File: config.mk
export PLATFORM = sky130hd
export DESIGN_NAME = irq_pending_latch
export DESIGN_NICKNAME = d
export VERILOG_FILES = /design/src/rtl/irq_pending_latch.sv
export SDC_FILE = /design/constraint.sdc
export NUM_CORES = 1
export LEC_CHECK = 0
export CAP_MARGIN = 20
export CORE_MARGIN = 2
export CORE_UTILIZATION = 25
export CTS_BUF_LIST = sky130_fd_sc_hd__clkbuf_8 sky130_fd_sc_hd__clkbuf_16
export DETAILED_ROUTE_END_ITERATION = 8
export GPL_ROUTABILITY_DRIVEN = 0
export GPL_TIMING_DRIVEN = 0
export HOLD_SLACK_MARGIN = 0.15
export PLACE_DENSITY = 0.53
export RECOVER_POWER = 25
export SLEW_MARGIN = 25
export SYNTH_ARGS = -nofsm -noshare
export SYNTH_HDL_FRONTEND = slang
export SYNTH_SLANG_ARGS = --single-unit
File: constraint.sdc
create_clock -name clk -period 1.6 [get_ports clk]
set_input_delay 0.32 -clock clk [delete_from_list [all_inputs] [get_ports clk]]
set_output_delay 0.32 -clock clk [all_outputs]
set_load 0.01 [all_outputs]
File: src/rtl/irq_pending_latch.sv
// ---------------------------------------------------------------------------
// irq_pending_latch
//
// Capture stage that sits in front of a 16-to-4 priority encoder. Each of the
// asynchronous request lines is brought into the clock domain, rising edges
// are turned into sticky pending bits, and the enabled pending vector is
// handed to the encoder together with a qualifying enable. The consumer clears
// a pending bit by acknowledging the index that the encoder reported.
//
// Line 0 is never used, because the encoder reports 0 both for "nothing
// pending" and for "bit 0". Every per-line state bit for line 0 is therefore
// held at 0.
//
// Ports
//   clk         single clock, all state changes on the rising edge
//   reset       synchronous, active-high reset
//   req_in      asynchronous request lines, a low-to-high transition is one event
//   en_wr       write strobe for the line-enable register
//   en_data     new line-enable value, loaded when en_wr is high
//   ack         one-cycle acknowledge of a serviced request
//   ack_id      index being acknowledged (encoder binary output)
//   ovf_clr     clears all overflow flags
//   encoder_in  registered pending & line_en, feeds the encoder input vector
//   enable      registered, high exactly when encoder_in is non-zero
//   line_en     current line-enable register
//   overflow    sticky per-line overflow flags
// ---------------------------------------------------------------------------
module irq_pending_latch #(
  parameter int                   NUM_LINES = 16,
  parameter logic [NUM_LINES-1:0] RESET_EN  = 16'hFFFE
) (
  input  logic                 clk,
  input  logic                 reset,
  input  logic [NUM_LINES-1:0] req_in,
  input  logic                 en_wr,
  input  logic [NUM_LINES-1:0] en_data,
  input  logic                 ack,
  input  logic [3:0]           ack_id,
  input  logic                 ovf_clr,
  output logic [NUM_LINES-1:0] encoder_in,
  output logic                 enable,
  output logic [NUM_LINES-1:0] line_en,
  output logic [NUM_LINES-1:0] overflow
);

  // Every line except line 0 is usable.
  localparam logic [NUM_LINES-1:0] LINE_MASK = {{(NUM_LINES-1){1'b1}}, 1'b0};

  logic [NUM_LINES-1:0] r_s1;
  logic [NUM_LINES-1:0] r_s2;
  logic [NUM_LINES-1:0] r_s3;
  logic [NUM_LINES-1:0] r_pending;
  logic [NUM_LINES-1:0] r_lineEn;
  logic [NUM_LINES-1:0] r_overflow;
  logic [NUM_LINES-1:0] r_encoderIn;
  logic                 r_enable;

  logic [NUM_LINES-1:0] w_edge;
  logic [NUM_LINES-1:0] w_setMask;
  logic [NUM_LINES-1:0] w_ackMask;
  logic [NUM_LINES-1:0] w_ovfEvent;
  logic [NUM_LINES-1:0] w_newLineEn;
  logic [NUM_LINES-1:0] w_pendingNext;
  logic [NUM_LINES-1:0] w_overflowNext;

  // Edge detection and per-line event qualification. An edge only counts on
  // a line that is enabled by the line-enable value in force this cycle, so
  // a write happening in the same cycle does not rescue or create an event.
  // An acknowledge of index 0 decodes to an empty mask and so does nothing.
  always_comb begin
    w_edge     = r_s2 & ~r_s3;
    w_setMask  = w_edge & r_lineEn & LINE_MASK;
    w_ackMask  = '0;
    if (ack && (ack_id != 4'd0)) begin
      w_ackMask = NUM_LINES'(1) << ack_id;
    end
    w_ovfEvent = w_setMask & r_pending & ~w_ackMask;
  end

  // Next-state for the pending, overflow and enable registers. Priority on a
  // pending bit, lowest to highest: hold, acknowledge clear, new event set,
  // disable-by-write clear. That ordering makes a new edge beat a same-cycle
  // acknowledge while a disable still drops everything on the line. An
  // overflow event beats a same-cycle overflow clear.
  always_comb begin
    w_newLineEn    = en_wr ? (en_data & LINE_MASK) : r_lineEn;
    w_pendingNext  = (r_pending & ~w_ackMask) | w_setMask;
    if (en_wr) begin
      w_pendingNext = w_pendingNext & w_newLineEn;
    end
    w_pendingNext  = w_pendingNext & LINE_MASK;
    w_overflowNext = ((ovf_clr ? '0 : r_overflow) | w_ovfEvent) & LINE_MASK;
  end

  // All state lives here. The three synchroniser/history stages are cleared
  // on reset so that a line held high through reset produces exactly one
  // event after release. The encoder-facing outputs are a registered copy of
  // the current pending and enable state, which keeps the enable strobe
  // consistent with the vector it qualifies.
  always_ff @(posedge clk) begin
    if (reset) begin
      r_s1        <= '0;
      r_s2        <= '0;
      r_s3        <= '0;
      r_pending   <= '0;
      r_lineEn    <= RESET_EN & LINE_MASK;
      r_overflow  <= '0;
      r_encoderIn <= '0;
      r_enable    <= 1'b0;
    end else begin
      r_s1        <= req_in;
      r_s2        <= r_s1;
      r_s3        <= r_s2;
      r_pending   <= w_pendingNext;
      r_lineEn    <= w_newLineEn;
      r_overflow  <= w_overflowNext;
      r_encoderIn <= r_pending & r_lineEn & LINE_MASK;
      r_enable    <= |(r_pending & r_lineEn & LINE_MASK);
    end
  end

  assign encoder_in = r_encoderIn;
  assign enable     = r_enable;
  assign line_en    = r_lineEn;
  assign overflow   = r_overflow;

endmodule

Word-level counts from Yosys, hierarchy flattened. Cells that the tools add are included.

Shift-type cells: 1. Muxes and demuxes: 4. Bitwise logic cells: 11. Reductions and logical operators: 3.

Operators with widths (count): bitwise AND 16 bit (7); 2-to-1 mux 16 bit (4); inverter 16 bit (2); bitwise OR 16 bit (2); << shifter 1 x 4 -> 16 bit, first input constant (1); OR reduction 15 bit (1); nonzero test 4 bit (1); logical AND 1 bit (1).

Bits in registers: 113. Input bits: 41. Output and inout bits: 49. Word-level logic and storage cells: 30.

Logic depth before layout (Yosys ltp). Gate-level depths: netlist of the first run.

Word-level depth: 8. Depth in mapped cells: 4. Depth with buffers taken out: 3.

Worst setup path before layout of the first run. Ideal clock, no wire load.

Path type: flip-flop to flip-flop. From: register r_lineEn[3], in the netlist line_en[3]. To: register r_enable, in the netlist enable. Library setup time: 0.120 ns. Data arrival time: 1.010 ns. Required time: 1.480 ns. Slack: 0.470 ns. Cell stages (with the launch flop): 4. Path buffers: 0. Period minus slack after synthesis: 1.130 ns. Cells stage by stage: dfxtp_1 -> a222oi_1 -> nand4_1 -> o31a_1.

Longest elaborated chain between the ends: 2.

RTL lines: from (decl) (line 53) `logic [NUM_LINES-1:0] r_lineEn;`; from (signal assigned) (line 106) `r_lineEn <= RESET_EN & LINE_MASK;`; from (signal assigned) (line 115) `r_lineEn <= w_newLineEn;`; bitwise AND 16 bit (line 118) `r_enable <= |(r_pending & r_lineEn & LINE_MASK);`; OR reduction 15 bit (line 118); to (signal assigned) (line 118); to (decl) (line 56) `logic r_enable;`.

Every way passes these cells. A chain may end at the register's enable or synchronous reset.

Final worst setup path of the first run.
From: register r_overflow[4], in the netlist overflow[4]. To: output port overflow[4].

RTL lines: from (decl) (line 54) `logic [NUM_LINES-1:0] r_overflow;`; from (signal assigned) (line 116) `r_overflow <= w_overflowNext;`; to (decl) (line 43) `output logic [NUM_LINES-1:0] overflow`.

No word-level cell between the ends.

==> reports/qor.yml, run 1 <==
final_min_period_over_clock_period_pct: 98.4
first_global_vias: 2620
die_area_sq_um: 14900
synth_largest_area_cell: "sky130_fd_sc_hd__dfxtp_1"
fillerInstances: 1428
initial_antenna_violation_count: 0
postPlaceCellArea_sq_um: 4560
grt_remaining_overflow: 0
die_x_um: 122
clk_pin_slew_worst_paths_ps: 70
min_period_ps: 1570
top_area_cell_type_share_of_the_netlist_area_pct: 60.7
critPathSlowestCell: "sky130_fd_sc_hd__clkdlybuf4s50_1"
synth_cell_type_count: 25
finalNetCount: 472
hold_slack_ps: 432
htree_levels: 3
setup.worst_path.start_class: "flop"
timing_worst_setup_path_type: "reg2out"
detail-route-antenna-nets: 0
drt_first_pass_iters: 4
post_cts_setup_buffer_count: 0
drc: 0
path_delay_family: "buffers and inverters"
timing.max_cap.violations: 0
half_perimeter_wire_length_after_placement_mm: 7.07
ys_warn_count: 0
root_buffer: "sky130_fd_sc_hd__clkbuf_16"
worstPathBufferInverterCount: 1
track_usage_pct: 13.1
worstHoldEndpoint: "r_s2[15]"
syn_inst: 335
worstMarginPinSlew_ps: 699
worst_ep_arrival_time_ps: 1250
timing.rr.start: "line_en[3]"
finalInstanceArea_sq_um: 4900
hold_viol_final: 0
numClockSinks: 106
yosys_register_bits: 106
layout-drive-gt1-share_pct: 8.26
layout-area-overhead-vs-synth_pct: 40.2
hold_class: "reg2reg"
timing.critical_path.cells: "clkdlybuf4s50_1"
reg2regPathDepth: 3
timing.final.ws_setup_ps: 25.7
syn_area_per_cell_sq_um: 10.4
timing.critical_path.fanout_max: 2
numCtsBuffers: 9
antenna_cells: 0
power-per-cell-area_nw_per_um2: 1180
top_level_i_o_count: 90
max_freq_mhz: 635
status: "finished, final reports clean"
worstHoldPathCells: 1
dr.first_iter.drc_count: 161
placement.setup.worst_slack_ps: -266
worst_setup_path_startpoint: "overflow[4]"
maxSlewHeadroom_pct: 53.4
p_leak_nw: 1.76
route.detailed.vias_per_inst: 4.25
clock_insertion_delay_worst_skew_ps: 340
cts_max_path_buffers: 2
hold_path_startpoint: "r_s1[15]"
postRouteWirelength_mm: 9.59
final_core_util_pct: 35.6
rsz_0062_raised_after_global_routing: "no"
netlist_top_cells_area: "sky130_fd_sc_hd__dfxtp_1 61%, sky130_fd_sc_hd__nor2b_1 11%, sky130_fd_sc_hd__nand3b_1 6.9%, sky130_fd_sc_hd__a211oi_1 3.2%, sky130_fd_sc_hd__o31ai_1 3.2%"
die_height_um: 122
final-setup-viol-count: 0
postCtsHoldBufs: 0
clock_tree_from_tritoncts: "done"
port_buffers: 83
initial_core_util_pct: 25.4
netlist_area_sq_um: 3490
max_slew_violation_count: 0
grt_max_degree: 17
floorplan_core_area_sq_um: 13800
vias: 2616
drt-wirelength-per-cell_um: 15.6
cp.required_ps: 1280
max-vdd-ir-drop_v: 0.000639
worstSetupEndpointType: "output pin"
critical-path-max-stage-delay_ps: 550
grt_first_pass_wirelength_mm: 14.4
synth_seq_area_share_pct: 60.7
worst_clock_skew_ps: 5.76
fin_setup_tns_ps: 0
reg2reg_slack_ps: 320
rows: 43
crit-reg2reg-capture: "enable"
## synthesized netlist by cell type
cell type                  number
sky130_fd_sc_hd__a211oi_1      15
sky130_fd_sc_hd__a222oi_1       1
sky130_fd_sc_hd__a22oi_1        1
sky130_fd_sc_hd__and3_1         5
sky130_fd_sc_hd__buf_2          6
sky130_fd_sc_hd__buf_4          3
sky130_fd_sc_hd__clkbuf_1      10
sky130_fd_sc_hd__conb_1         1
sky130_fd_sc_hd__dfxtp_1      106
sky130_fd_sc_hd__inv_2          1
sky130_fd_sc_hd__nand2_1       12
sky130_fd_sc_hd__nand2b_1       3
sky130_fd_sc_hd__nand3_1        2
sky130_fd_sc_hd__nand3b_1      32
sky130_fd_sc_hd__nand4_1        3
sky130_fd_sc_hd__nor2_1        25
sky130_fd_sc_hd__nor2b_1       60
sky130_fd_sc_hd__o21ai_0       17
sky130_fd_sc_hd__o21ai_1       10
sky130_fd_sc_hd__o21ai_2        3
sky130_fd_sc_hd__o31a_1         1
sky130_fd_sc_hd__o31ai_1       15
sky130_fd_sc_hd__or2_1          1
sky130_fd_sc_hd__or2b_4         1
sky130_fd_sc_hd__or3b_4         1
## cells in the final DEF, fill, tap and decap left out, drive strengths merged, types with 2 or more instances in the layout
master,count
clkdlybuf4s50,62
nand2b,3
o21ai,30
nor2b,60
conb,3
nand2,12
nor2,25
inv,2
and3,5
dfxtp,106
buf,9
dlygate4sd2,10
nand3b,32
nand4,3
bufinv,3
o31ai,15
clkbuf,22
nand3,2
a211oi,15
clkdlybuf4s25,10
## metal layers
layer | wire length, um | vias up | GRT usage, %
met2 | 4410 | 78 | 21.0
met5 | 0 | - | 0
li1 | - | 1332 | -
met4 | 158 | 0 | 4.45
met1 | 4480 | 1197 | 16.9
met3 | 536 | 9 | 3.44
## cells by family (layout without fill, tap and decap cells)
group	count (synthesis)	after routing	synth area share [%]
compound gates	63	63	11.8
buf+inv	20	119	2.69
flops	106	106	60.7
other cells	1	3	0.107
simple gates	145	145	24.7
## area by class of cell
cell class                      count  area, sq um  share of cell area (%)
Sequential cell                   106         2130                    43.5
Clock inverter                      5          101                    2.07
Buffer                             19         90.1                    1.84
Clock buffer                       11          253                    5.16
Multi-Input combinational cell    211         1290                    26.2
Tap cell                          180          225                    4.60
Timing Repair Buffer               83          812                    16.6
Inverter                            1         3.75                  0.0766
## stage by stage
stage          instances  power, mW
3_5_place_dp         600       3.29
6_report             616       5.77
2_1_floorplan        337       3.03
5_1_grt              616       5.97
3_3_place_gp         600       3.29
4_1_cts              616       5.82
## timing repair
action / CTS / global route
gates resized for setup: 16 / 11
hold endpoints to repair: 0 / 0
setup endpoints to repair: 15 / 11
## worst max-delay path by stage
| stage | endpoint | slack (ps) | cells past startpoint |
|---|---|---|---|
| floorplan | enable | 470 | 3 |
| global placement | overflow[2] | -190 | 5 |
| detailed placement | line_en[14] | -270 | 4 |
| CTS | overflow[5] | 4 | 1 |
| global route | overflow[4] | 2 | 1 |
| finish | overflow[4] | 30 | 1 |
## flip-flops by register name, summed over array words and instances (netlist names)
signal      cells
r_s2           15
encoder_in     15
r_pending      15
r_s1           15
enable          1
line_en        15
r_s3           15
overflow       15
## report_power, final
| part | leakage [nW] | switching (mW) | internal, mW |
|---|---|---|---|
| sequential | 0.865 | 0.0520 | 2.73 |
| clock | 0.173 | 0.946 | 1.61 |
| combinational | 0.723 | 0.212 | 0.219 |
Power figures use the tool's default switching activity.
==> run 2: changes to the inputs <==
--- a/config.mk
+++ b/config.mk
@@ -6,9 +6,10 @@
 export NUM_CORES = 1
 export LEC_CHECK = 0
 export CAP_MARGIN = 20
-export CORE_MARGIN = 2
+export CORE_MARGIN = 3
 export CORE_UTILIZATION = 25
 export CTS_BUF_LIST = sky130_fd_sc_hd__clkbuf_8 sky130_fd_sc_hd__clkbuf_16
+export CTS_CLUSTER_DIAMETER = 60
 export DETAILED_ROUTE_END_ITERATION = 8
 export GPL_ROUTABILITY_DRIVEN = 0
 export GPL_TIMING_DRIVEN = 0
==> reports/qor.yml, run 2 (synthesis gave the netlist of run 1 again) <==
status: "finished, final reports clean"
floorplan_core_area_sq_um: 13500  # -2.3%
p_sw_share_pct: 22.2  # +1.2 points
clock_tree_from_tritoncts: "done"
worst_ep_arrival_time_ps: 1230  # -20 ps
hold_slack_ps: 436  # +3.93 ps
comb_power_share_pct: 8.0  # +0.5 points
final_min_period_over_clock_period_pct: 96.9  # -1.5 points
max_slew_violation_count: 0  # unchanged
first_global_vias: 2688  # +2.6%
rows: 42  # -2.3%
drt_first_pass_iters: 4  # unchanged
hold_path_startpoint: "r_s1[4]"
finish.cell_count_without_fillers: 612  # -0.65%
track_usage_pct: 12.4  # -0.69 points
numClockSinks: 106  # unchanged
seq_power_share_pct: 52.2  # +4.0 points
cts_max_path_buffers: 2  # unchanged
worstHoldEndpoint: "r_s2[4]"
critical-path-max-stage-delay_ps: 540  # about the same
placed_cells_incl_taps: 596  # -0.67%
postCtsHoldBufs: 0  # unchanged
layout-drive-gt1-share_pct: 7.80  # -0.46 points
postRouteWirelength_mm: 9.39  # -2.1%
root_buffer: "sky130_fd_sc_hd__clkbuf_16"
drt-wirelength-per-cell_um: 15.3  # -1.4%
p_leak_nw: 1.73  # -1.7%
highest_layer: "met4"
grt_max_degree: 17  # unchanged
maxSlewHeadroom_pct: 58.4  # +5.0 points
detail-route-antenna-nets: 0  # unchanged
critPathSlowestCell: "sky130_fd_sc_hd__clkdlybuf4s50_1"
timing.critical_path.cells: "clkdlybuf4s50_1"
timing_worst_setup_path_type: "reg2out"
final-setup-viol-count: 0  # unchanged
worstMarginPinSlew_ps: 624  # -74.9 ps
min_period_ps: 1550  # -24.5 ps
setup.worst_path.start_class: "flop"
top_level_i_o_count: 90  # unchanged
port_buffers: 83  # unchanged
drc: 0  # unchanged
hold_class: "reg2reg"
rsz_0062_raised_after_global_routing: "no"
worst_clock_skew_ps: 5.65  # -0.107 ps
timing.max_cap.violations: 0  # unchanged
vias: 2607  # -0.34%
finalInstanceArea_sq_um: 4820  # -1.6%
grt_remaining_overflow: 0  # unchanged
route.detailed.vias_per_inst: 4.26  # +0.31%
max-vdd-ir-drop_v: 0.000433  # -32%
power.switching_mw: 1.18  # -2.2%
clock_insertion_delay_worst_skew_ps: 340  # about the same
layout-area-overhead-vs-synth_pct: 38.0
die_area_sq_um: 15400  # +3.3%
final_core_util_pct: 35.8  # +0.26 points
finalNetCount: 472  # unchanged
timing.critical_path.fanout_max: 2  # unchanged
worstHoldPathCells: 1  # unchanged
reg2regPathDepth: 3  # unchanged
met2_length_mm: 4.44  # +0.61%
cell_internal_pwr_mw: 4.15  # -9.1%
die_height_um: 124  # +1.6%
met3_wirelength_um: 586  # +9.3%
initial_antenna_violation_count: 0  # unchanged
antenna_cells: 0  # unchanged
timing.rr.start: "line_en[3]"
reg2reg_slack_ps: 360  # +40 ps
routedLengthMet1_mm: 4.28  # -4.5%
dr.first_iter.drc_count: 128  # -20%
numCtsBuffers: 9  # unchanged
postPlaceCellArea_sq_um: 4550  # -0.11%
report.power.total_mw: 5.33  # -7.6%
htree_levels: 3  # unchanged
clk_pin_slew_worst_paths_ps: 70  # about the same
power-per-cell-area_nw_per_um2: 1110  # -6.1%
max_freq_mhz: 645  # +1.6%
cp.required_ps: 1280  # about the same
initial_core_util_pct: 26.0  # +0.60 points
path_delay_family: "buffers and inverters"
hold_viol_final: 0  # unchanged
most_frequent_cells_in_the_layout: "101 x sky130_fd_sc_hd__dfxtp_1, 62 x sky130_fd_sc_hd__clkdlybuf4s50_1, 60 x sky130_fd_sc_hd__nor2b_1"
half_perimeter_wire_length_after_placement_mm: 7.10  # +0.48%
grt_first_pass_wirelength_mm: 15.0  # +3.8%
pwr-share-clk_pct: 39.8  # -4.5 points
layout.cells.most_common: "sky130_fd_sc_hd__dfxtp_1"
worstPathBufferInverterCount: 1  # unchanged
die_x_um: 124  # +1.6%
crit-reg2reg-capture: "enable"
worstSetupEndpointType: "output pin"
==> run 2: metrics by stage <==
stage          setup TNS, ps  setup slack (ps)
2_1_floorplan              0               470
3_3_place_gp           -4880              -174
3_5_place_dp           -6330              -204
4_1_cts                    0              1.92
5_1_grt                    0              5.04
6_report                   0              50.1
==> run 2: how the worst max path moves through the flow <==
stage,startpoint,to,slack (ps),cells past startpoint
finish,overflow[6],overflow[6],50,1
floorplan,line_en[3],enable,470,3
global placement,reset,overflow[4],-170,5
detailed placement,reset,overflow[8],-200,5
global route,overflow[1],overflow[1],5,1
CTS,overflow[7],overflow[7],2,1
==> run 2: layer usage <==
layer	global-route usage, %	up-vias
met5	0	-
met4	2.90	0
met3	4.51	7
met2	20.5	69
met1	15.3	1196
li1	-	1335
==> run 2: timing repair <==
action                     in CTS  in global routing
setup endpoints to repair      15                 12
resized for setup              15                 13
buffers inserted                0                  0
==> run 2: layout make-up <==
class / count / area, sq um
flip-flops and latches: 106 / 2130
clock buffers: 9 / 225
well taps: 176 / 220
multi-input cells: 211 / 1290
repair buffers: 83 / 806
fillers: 1440 / 8630
clock inverters: 7 / 62.6
inverters: 1 / 3.75
plain buffers: 19 / 90.1
==> run 2: power by group through the flow <==
stage | registers, mW | clock network, mW | logic, mW
finish | 2.78 | 2.12 | 0.427
global route | 2.79 | 2.26 | 0.469
CTS | 2.78 | 2.17 | 0.437
detailed placement | 2.84 | 0 | 0.445
global placement | 2.84 | 0 | 0.442
floorplan | 2.84 | 0 | 0.187
==> run 2: worst reg2reg max path, stage by stage (launching register included) <==
cell and delay, ps:
sky130_fd_sc_hd__dfxtp_2 340, sky130_fd_sc_hd__a222oi_1 330, sky130_fd_sc_hd__nand4_1 190, sky130_fd_sc_hd__o31a_1 270
==> run 3: changes to the inputs <==
--- a/config.mk
+++ b/config.mk
@@ -11,12 +11,12 @@
 export CTS_BUF_LIST = sky130_fd_sc_hd__clkbuf_8 sky130_fd_sc_hd__clkbuf_16
 export CTS_CLUSTER_DIAMETER = 60
 export DETAILED_ROUTE_END_ITERATION = 8
+export DONT_BUFFER_PORTS = 1
 export GPL_ROUTABILITY_DRIVEN = 0
 export GPL_TIMING_DRIVEN = 0
 export HOLD_SLACK_MARGIN = 0.15
-export PLACE_DENSITY = 0.53
+export PLACE_DENSITY = 0.44
 export RECOVER_POWER = 25
-export SLEW_MARGIN = 25
 export SYNTH_ARGS = -nofsm -noshare
 export SYNTH_HDL_FRONTEND = slang
 export SYNTH_SLANG_ARGS = --single-unit
==> reports/qor.yml, run 3 (synthesis gave the netlist of run 1 again) <==
status: "finished, final reports clean"
detail-route-antenna-nets: 0  # unchanged
p_leak_nw: 1.51  # -13%
hold_viol_final: 0  # unchanged
antenna_cells: 0  # unchanged
drc: 0  # unchanged
clk_pin_slew_worst_paths_ps: 70  # about the same
worstMarginPinSlew_ps: 650  # +26.1 ps
fillerInstances: 1443  # +0.21%
worst_ep_arrival_time_ps: 1530  # +300 ps
routedLengthMet1_mm: 4.34  # +1.5%
clock_insertion_delay_worst_skew_ps: 350  # about the same
final_min_period_over_clock_period_pct: 81.0  # -16 points
track_usage_pct: 12.8  # +0.39 points
grt_first_pass_wirelength_mm: 14.7  # -1.5%
post_cts_setup_buffer_count: 0  # unchanged
cp.required_ps: 1840  # +560 ps
max_slew_violation_count: 0  # unchanged
htree_levels: 3  # unchanged
half_perimeter_wire_length_after_placement_mm: 7.22  # +1.7%
vias: 2360  # -9.5%
die_x_um: 124  # unchanged
final-setup-viol-count: 0  # unchanged
layout.cells.most_common: "sky130_fd_sc_hd__dfxtp_1"
numClockSinks: 106  # unchanged
final_core_util_pct: 31.1  # -4.7 points
drt_first_pass_iters: 4  # unchanged
die_height_um: 124  # unchanged
setup.worst_path.start_class: "flop"
port_buffers: 0  # -100%
highest_layer: "met4"
layout-drive-gt1-share_pct: 8.15  # +0.35 points
max_freq_mhz: 772  # +20%
layout-area-overhead-vs-synth_pct: 19.9
min_period_ps: 1300  # -254 ps
route.detailed.vias_per_inst: 4.34  # +1.8%
worstSetupEndpointType: "flop"
met2_length_mm: 4.36  # -1.8%
grt_remaining_overflow: 0  # unchanged
rsz_0062_raised_after_global_routing: "no"
root_buffer: "sky130_fd_sc_hd__clkbuf_16"
worst_setup_path_startpoint: "line_en[3]"
clock_tree_from_tritoncts: "done"
top_level_i_o_count: 90  # unchanged
finalNetCount: 405  # -14%
die_area_sq_um: 15400  # unchanged
timing.critical_path.fanout_max: 5  # +3
timing_worst_setup_path_type: "reg2reg"
initial_core_util_pct: 26.0  # unchanged
numCtsBuffers: 9  # unchanged
maxSlewHeadroom_pct: 56.6  # -1.7 points
worst_clock_skew_ps: 5.89  # +0.236 ps
floorplan_core_area_sq_um: 13500  # unchanged
hold_class: "in2reg"
grt_max_degree: 17  # unchanged
dr.first_iter.drc_count: 64  # -50%
placed_cells_incl_taps: 513  # -14%
max-vdd-ir-drop_v: 0.000486  # +12%
most_frequent_cells_in_the_layout: "106 x sky130_fd_sc_hd__dfxtp_1, 60 x sky130_fd_sc_hd__nor2b_1, 32 x sky130_fd_sc_hd__nand3b_1"
fin_setup_tns_ps: 0  # unchanged
postRouteWirelength_mm: 9.64  # +2.7%
hold_path_startpoint: "ovf_clr"
drt-wirelength-per-cell_um: 17.7  # +16%
met3_wirelength_um: 844  # +44%
finish.cell_count_without_fillers: 544  # -11%
cts_max_path_buffers: 2  # unchanged
rows: 42  # unchanged
timing.rr.start: "line_en[3]"
initial_antenna_violation_count: 0  # unchanged
first_global_vias: 2397  # -11%
power-per-cell-area_nw_per_um2: 1290  # +16%
timing.max_cap.violations: 0  # unchanged
==> run 3: cell types whose count changed in the layout (fill, tap and decap cells not counted), moves of 2 or more <==
cell                              previous run  this run
sky130_fd_sc_hd__clkbuf_1                   12        10
sky130_fd_sc_hd__inv_1                       2         0
sky130_fd_sc_hd__clkdlybuf4s50_1            62         0
sky130_fd_sc_hd__dfxtp_2                     5         0
sky130_fd_sc_hd__clkdlybuf4s25_1             9         0
sky130_fd_sc_hd__dlygate4sd3_1               0        16
sky130_fd_sc_hd__dfxtp_1                   101       106
sky130_fd_sc_hd__dlygate4sd2_1              10         0
==> run 3: final cells by class <==
cell class              count  area [sq um]  area share (%)
clock inverters             6          82.6            1.97
well taps                 176           220            5.26
plain buffers              19          90.1            2.15
inverters                   1          3.75          0.0896
flip-flops and latches    106          2120            50.6
clock buffers               9           225            5.37
multi-input cells         211          1290            30.7
repair buffers             16           160            3.82
==> run 3: what timing repair did <==
action                                 CTS  global route
gates resized for setup                  0             0
endpoints found under the hold margin   18             0
hold buffers                            16             0
==> run 3: stage by stage <==
| step | total power, mW | hold slack (ps) | instance area, sq um | setup WS (ps) |
|---|---|---|---|---|
| 5_1_grt | 5.61 | 171 | 4190 | 223 |
| 6_report | 5.39 | 161 | 4190 | 304 |
| 3_3_place_gp | 3.13 | 423 | 3720 | 281 |
| 4_1_cts | 5.49 | 152 | 4190 | 272 |
| 2_1_floorplan | 3.03 | 414 | 3500 | 470 |
| 3_5_place_dp | 3.13 | 424 | 3720 | 287 |
==> run 3: power breakdown <==
group	switching [mW]	internal, mW	total (mW)	leakage (nW)
combinational	0.159	0.126	0.285	0.491
sequential	0.0749	2.73	2.81	0.867
clock	0.946	1.35	2.30	0.151
total	1.18	4.21	5.39	1.51
==> run 3: worst paths after layout <==
| check | end | slack, ps | cells after the start |
|---|---|---|---|
| setup / recovery | enable | 300 | 3 |
| hold / removal | overflow[3] | 160 | 2 |
| setup reg to reg | enable | 300 | 3 |
| hold reg to reg | r_s2[12] | 430 | 1 |
==> run 3: routing by layer <==
metal / global-route usage (%) / vias up
li1: - / 1198
met1: 15.5 / 1081
met2: 19.5 / 75
met3: 6.57 / 6
met4: 4.13 / 0
met5: 0 / -
==> run 3: worst max-delay path: stages (launching register included) <==
cell and delay [ps]:
sky130_fd_sc_hd__dfxtp_1 380, sky130_fd_sc_hd__a222oi_1 360, sky130_fd_sc_hd__nand4_1 180, sky130_fd_sc_hd__o31a_1 260
